<file path="config.mk">
export PLATFORM = sky130hd
export DESIGN_NAME = pcmd_sched
export DESIGN_NICKNAME = d
export VERILOG_FILES = /design/src/rtl/pcmd_sched.sv
export SDC_FILE = /design/constraint.sdc
export NUM_CORES = 1
export LEC_CHECK = 0
export CORE_UTILIZATION = 52
export DETAILED_ROUTE_END_ITERATION = 6
export GPL_TIMING_DRIVEN = 0
export PLACE_DENSITY_LB_ADDON = 0.3
export REMOVE_ABC_BUFFERS = 1
export SLEW_MARGIN = 20
export SYNTH_ARGS = -nofsm -noshare
export SYNTH_HDL_FRONTEND = slang
export SYNTH_SLANG_ARGS = --single-unit
</file>
<file path="constraint.sdc">
create_clock -name clk -period 4.2 [get_ports clk]
set_input_delay 0.84 -clock clk [delete_from_list [all_inputs] [get_ports clk]]
set_output_delay 0.84 -clock clk [all_outputs]
set_load 0.01 [all_outputs]
</file>
<file path="src/rtl/pcmd_sched.sv">
// pcmd_sched: shared-bus command scheduler for the PE array.
// Arbitrates NREQ (address, opcode) requesters and serialises the winner as a
// 17-bit frame (start 0, address LSB first, command LSB first) on tx. After
// each frame tx is held idle high for a guard window: GUARD_LONG after
// OUT_RES, GUARD_SHORT after any other opcode.
// Build option: define PCMD_FIXED_PRI_EN for fixed priority (lowest index
// wins, no rr pointer); the default build is round-robin.
//
// state   | meaning
// --------+-----------------------------------------------
// S_IDLE  | line idle high, arbitrate and capture a request
// S_START | start bit (0) on the line
// S_ADDR  | 8 address bits, LSB first
// S_CMD   | 8 command bits, LSB first
// S_GUARD | line idle high while the addressed PE executes

module pcmd_sched #(
  parameter int NREQ        = 4,
  parameter int GUARD_SHORT = 34,
  parameter int GUARD_LONG  = 130
) (
  input  logic              clk,
  input  logic              nRst,
  input  logic [NREQ-1:0]   req,
  input  logic [8*NREQ-1:0] addr_flat,
  input  logic [3*NREQ-1:0] op_flat,
  output logic [NREQ-1:0]   gnt,
  output logic              tx,
  output logic              busy,
  output logic              done
);

  localparam int IW = (NREQ > 1) ? $clog2(NREQ) : 1;
  localparam int GW = $clog2(GUARD_LONG + 1);

  typedef enum logic [2:0] {
    S_IDLE  = 3'd0,
    S_START = 3'd1,
    S_ADDR  = 3'd2,
    S_CMD   = 3'd3,
    S_GUARD = 3'd4
  } state_t;

  state_t        r_state, w_state_nxt;
  logic [16:0]   r_sr, w_sr_nxt;
  logic [2:0]    r_bit, w_bit_nxt;
  logic [GW-1:0] r_guard, w_guard_nxt;
  logic          r_long, w_long_nxt;
  logic          r_tx, w_tx_nxt;
  logic          r_busy, r_done;
  logic          w_found;
  logic [IW-1:0] w_win;
  logic [7:0]    w_addr;
  logic [2:0]    w_op;

`ifndef PCMD_FIXED_PRI_EN
  logic [IW-1:0]     r_rr, w_rr_nxt;
  logic [2*NREQ-1:0] w_req_dbl;
  logic [NREQ-1:0]   w_req_rot;
  logic [IW:0]       w_idx;

  // Round-robin search: rotate req so bit 0 is the pointer position.
  always_comb begin
    w_req_dbl = {req, req};
    w_req_rot = w_req_dbl[r_rr +: NREQ];
    w_found   = 1'b0;
    w_win     = '0;
    w_idx     = '0;
    for (int i = 0; i < NREQ; i++) begin
      if (!w_found && w_req_rot[i]) begin
        w_found = 1'b1;
        w_idx   = {1'b0, r_rr} + (IW+1)'(i);
        if (w_idx >= (IW+1)'(NREQ)) w_idx = w_idx - (IW+1)'(NREQ);
        w_win   = w_idx[IW-1:0];
      end
    end
    w_rr_nxt = r_rr;
    if (r_state == S_IDLE && w_found)
      w_rr_nxt = (w_win == IW'(NREQ-1)) ? '0 : w_win + 1'b1;
  end

  // Pointer advances past the winner on every capture.
  always_ff @(posedge clk or negedge nRst) begin
    if (!nRst) r_rr <= '0;
    else       r_rr <= w_rr_nxt;
  end
`else
  // Fixed priority: descending scan so the lowest active index is kept.
  always_comb begin
    w_found = 1'b0;
    w_win   = '0;
    for (int i = NREQ-1; i >= 0; i--) begin
      if (req[i]) begin
        w_found = 1'b1;
        w_win   = IW'(i);
      end
    end
  end
`endif

  // Winner's address/opcode mux and the grant decode (IDLE only).
  always_comb begin
    w_addr = '0;
    w_op   = '0;
    gnt    = '0;
    for (int j = 0; j < NREQ; j++) begin
      if (w_win == IW'(j)) begin
        w_addr = addr_flat[8*j +: 8];
        w_op   = op_flat[3*j +: 3];
      end
      gnt[j] = (r_state == S_IDLE) && w_found && (w_win == IW'(j));
    end
  end

  // Next state; w_tx_nxt is the bit the line shows in the next cycle.
  always_comb begin
    w_state_nxt = r_state;
    w_sr_nxt    = r_sr;
    w_bit_nxt   = r_bit;
    w_guard_nxt = r_guard;
    w_long_nxt  = r_long;
    w_tx_nxt    = 1'b1;
    case (r_state)
      S_IDLE: begin
        if (w_found) begin
          w_sr_nxt    = {4'b0000, w_op, 1'b0, w_addr, 1'b0};
          w_long_nxt  = (w_op == 3'd2);
          w_tx_nxt    = 1'b0;
          w_state_nxt = S_START;
        end
      end
      S_START: begin
        w_tx_nxt    = r_sr[1];
        w_sr_nxt    = r_sr >> 1;
        w_bit_nxt   = 3'd7;
        w_state_nxt = S_ADDR;
      end
      S_ADDR: begin
        w_tx_nxt  = r_sr[1];
        w_sr_nxt  = r_sr >> 1;
        w_bit_nxt = r_bit - 3'd1;
        if (r_bit == 3'd0) begin
          w_bit_nxt   = 3'd7;
          w_state_nxt = S_CMD;
        end
      end
      S_CMD: begin
        w_tx_nxt  = r_sr[1];
        w_sr_nxt  = r_sr >> 1;
        w_bit_nxt = r_bit - 3'd1;
        if (r_bit == 3'd0) begin
          w_tx_nxt    = 1'b1;
          w_guard_nxt = r_long ? GW'(GUARD_LONG) : GW'(GUARD_SHORT);
          w_state_nxt = S_GUARD;
        end
      end
      S_GUARD: begin
        w_guard_nxt = r_guard - GW'(1);
        if (r_guard == GW'(1)) begin
          w_guard_nxt = '0;
          w_state_nxt = S_IDLE;
        end
      end
      default: begin
        w_state_nxt = S_IDLE;
        w_tx_nxt    = 1'b1;
      end
    endcase
  end

  // State and datapath registers; done/busy are looked ahead by one cycle.
  always_ff @(posedge clk or negedge nRst) begin
    if (!nRst) begin
      r_state <= S_IDLE;
      r_sr    <= '0;
      r_bit   <= '0;
      r_guard <= '0;
      r_long  <= 1'b0;
      r_tx    <= 1'b1;
      r_busy  <= 1'b0;
      r_done  <= 1'b0;
    end else begin
      r_state <= w_state_nxt;
      r_sr    <= w_sr_nxt;
      r_bit   <= w_bit_nxt;
      r_guard <= w_guard_nxt;
      r_long  <= w_long_nxt;
      r_tx    <= w_tx_nxt;
      r_busy  <= (w_state_nxt != S_IDLE);
      r_done  <= (w_state_nxt == S_GUARD) && (w_guard_nxt == GW'(1));
    end
  end

  assign tx   = r_tx;
  assign busy = r_busy;
  assign done = r_done;

endmodule

</file>
==> flow_metrics.env <==
export IMPL_yosysWarningCount=0
export IMPL_grt_pass1_vias=1885
export IMPL_tns_ps=0
export IMPL_start_kind="input pin"
export IMPL_diodes=0
export IMPL_vias=1919
export IMPL_path_buf_inv=3
export IMPL_grt_antenna_before_repair=0
export IMPL_cp_common_cell="clkdlybuf4s50_1"
export IMPL_dr_pass1_iters=4
export IMPL_hold_viol=0
export IMPL_fin_cells=333
export IMPL_dpl_worst_slack_ps=-50.86
export IMPL_wl_per_cell_microns=13.89
export IMPL_seq_area_frac_synth_pct=39.64
export IMPL_max_freq_mhz=253.6
export IMPL_p_seq_share_pct=36.2
export IMPL_drv_cap=0
export IMPL_syn_inst=235
export IMPL_crit_family="buffers and inverters"
export IMPL_drt_wl_total_microns=4624
export IMPL_clock_latency_ps=280
export IMPL_clockRootBuffer="clkbuf_8"
export IMPL_viasPerCell=5.763
export IMPL_syn_cell_area_sq_um=2023
export IMPL_die_area_sq_um=4144
export IMPL_fin_crit_ps=3944
export IMPL_numClockSinks=32
export IMPL_skew_ps=3.661
export IMPL_p_sw_mw=0.5751
export IMPL_areaGrowthSynthToFinish_pct=31.66
export IMPL_drcViolationCount=0
export IMPL_synth_main_ff_cell="dfrtp_1"
export IMPL_cp_required_ps=3360
export IMPL_max_stage_delay_ps=570
export IMPL_core_area_sq_um=3689
export IMPL_grt_overflow=0
export IMPL_io_pins=57
export IMPL_cts_tree="yes"
export IMPL_htree_levels=2
export IMPL_power_frac_clock_pct=16.5
export IMPL_cts_buffers=5
export IMPL_path_class="in -> out"
export IMPL_timing_final_crit_share_pct=93.90
export IMPL_grt_start_max_net_pins=33
export IMPL_worst_slew_pin_slew_ps=877.9
export IMPL_drive_gt1_share_pct=5.263
export IMPL_setup_ws_ps=256.1
export IMPL_maxSlewViolCount=0
export IMPL_die_w_microns=64.38
export IMPL_final_util_pct=72.22
export IMPL_status="complete, no violations"
export IMPL_synthArstFlopShare_pct=100.0
export IMPL_port_buffers=56
export IMPL_cp_max_fo=23
export IMPL_synth_area_per_cell_sq_um=8.609
export IMPL_arrival_ps=3100
export IMPL_critical_path_slowest_cell="ha_1"
export IMPL_power_density_nw_per_um2=542.8
export IMPL_p_sw_share_pct=39.77
export IMPL_fp_row_count=22
export IMPL_dp_cells=325
export IMPL_vdd_drop_max_v=0.0002293
export IMPL_clk_pin_slew_ps=60
export IMPL_initial_core_util_pct=54.85
export IMPL_p_int_mw=0.8709
export IMPL_worstSetupEndpointType="output port"
export IMPL_path_cells="clkdlybuf4s50_1 -> nand2b_1 -> a21oi_1 -> nor3_2 -> inv_1 -> ha_1 -> and2_1 -> clkdlybuf4s50_1"
export IMPL_rsz0062_at_grt="no"
export IMPL_max_slew_margin_pct=41.26
export IMPL_report_power_total_mw=1.446
export IMPL_leakagePower_nw=1.112
export IMPL_setup_violations=0
export IMPL_drt_iter0_markers=122
export IMPL_synth_seq_cells=32
export IMPL_final_nets=342
export IMPL_place_gp_congestion=0.8523
export IMPL_hpwlAfterDp_microns=3508
export IMPL_synth_cell_types=39
export IMPL_combinationalPowerShare_pct=47.2
export IMPL_hold_class="reg -> reg"
export IMPL_clockBufferDepth=2
export IMPL_postRouteAntennaNets=0
export IMPL_grt_pass1_wl_microns=8052
export IMPL_track_usage_pct=24.76
export IMPL_synth_edf_count=0
export IMPL_die_h_microns=64.38
-- placed cells by master, fill, tap and decap left out, types with 4 or more instances in the layout --
cell | Yosys | layout
a21oi_1 | 24 | 24
inv_1 | 9 | 9
ha_1 | 8 | 7
nand2b_1 | 5 | 5
nor2_1 | 14 | 14
a22oi_1 | 12 | 12
dfrtp_1 | 31 | 31
o21ai_0 | 21 | 21
nor2b_1 | 14 | 14
a221oi_1 | 11 | 11
clkdlybuf4s50_1 | 0 | 55
nand2_1 | 16 | 16
nor3_1 | 18 | 17
clkbuf_8 | 0 | 6
and2_1 | 4 | 4
-- sequential cells by signal (all words and copies together) (netlist names) --
name / cells
busy: 1
done: 1
r_bit: 3
r_guard: 8
r_long: 1
r_rr: 2
r_sr: 12
r_state: 3
tx: 1
-- timing repair --
item,CTS,global route
hold buffers,0,0
resized for setup,1,1
setup endpoints to repair,1,3
buffers inserted,0,0
-- stage by stage --
step,hold WS (ps),cell area [sq um]
2_1_floorplan,439.6,1948
3_3_place_gp,452.9,2569
3_5_place_dp,460.4,2564
4_1_cts,475.9,2659
5_1_grt,493.5,2664
6_report,473.1,2664
-- final cells by class --
| cell class | instances | area (sq um) |
|---|---|---|
| Clock buffer | 6 | 82.58 |
| Clock inverter | 2 | 10.01 |
| Fill cell | 306 | 1025 |
| Inverter | 9 | 33.78 |
| Multi-Input combinational cell | 180 | 1120 |
| Sequential cell | 32 | 802.0 |
| Tap cell | 48 | 60.06 |
| Timing Repair Buffer | 56 | 555.5 |
-- cell usage after synthesis (all sizes together), types with 3 or more instances --
cell | number | area share (%)
nor3 | 18 | 4.5
buf | 3 | 1.7
a22oi | 12 | 4.5
inv | 9 | 1.7
dfrtp | 31 | 38
clkbuf | 11 | 2.0
nor2b | 14 | 4.3
a221oi | 11 | 4.8
nor2 | 14 | 2.6
a21oi | 24 | 5.9
nand2b | 5 | 1.5
nor4 | 3 | 0.93
o21ai | 21 | 5.2
ha | 8 | 4.9
nand3 | 3 | 0.74
and2 | 5 | 1.5
nand2 | 16 | 3.0
-- cell families (layout without fill, tap and decap cells) --
family	Yosys count	in the layout	synth area share (%)
and+or+nand+nor	89	89	23.62
AOI/OAI and AO/OA	79	79	24.55
DFF	32	32	39.64
buffers and inverters	23	73	5.380
adders and majority gates	8	8	4.948
xor gates and xnor gates	2	2	0.8660
muxes	2	2	0.9895
-- per-layer routing --
layer	track usage [%]	up-vias	share of wire, %
met5	0	-	0
met4	8.611	0	0.99
met3	5.000	5	5.8
met2	42.50	69	49
met1	30.65	889	44
li1	-	956	-
-- worst register-to-register path: stages (launching register included) --
cell,delay [ps]
dfrtp_1,440
a21oi_1,170
o21a_1,120
o22a_1,170
inv_1,70
ha_1,330
nor2b_1,550
a221oi_1,180
nor3_1,200
a21oi_1,80
a32o_1,280
-- power by group through the flow --
| stage | combinational, mW | sequential [mW] | clock [mW] |
|---|---|---|---|
| 4_1_cts | 0.683 | 0.520 | 0.241 |
| 5_1_grt | 0.778 | 0.539 | 0.259 |
| 3_5_place_dp | 0.678 | 0.525 | 0 |
| 3_3_place_gp | 0.644 | 0.518 | 0 |
| 2_1_floorplan | 0.486 | 0.503 | 0 |
| 6_report | 0.683 | 0.524 | 0.239 |
-- worst paths after layout --
kind                          start        to  slack (ps)  depth (start not counted)
setup / recovery             req[2]    gnt[2]         260                          8
hold / removal             r_sr[10]   r_sr[9]         470                          2
setup reg to reg            r_rr[1]    r_long        1510                         10
hold reg to reg            r_sr[10]   r_sr[9]         470                          2
max in group asynchronous      nRst  r_sr[12]        3150                          1
min in group asynchronous      nRst  r_bit[1]         590                          1
Power figures use the tool's default switching activity.
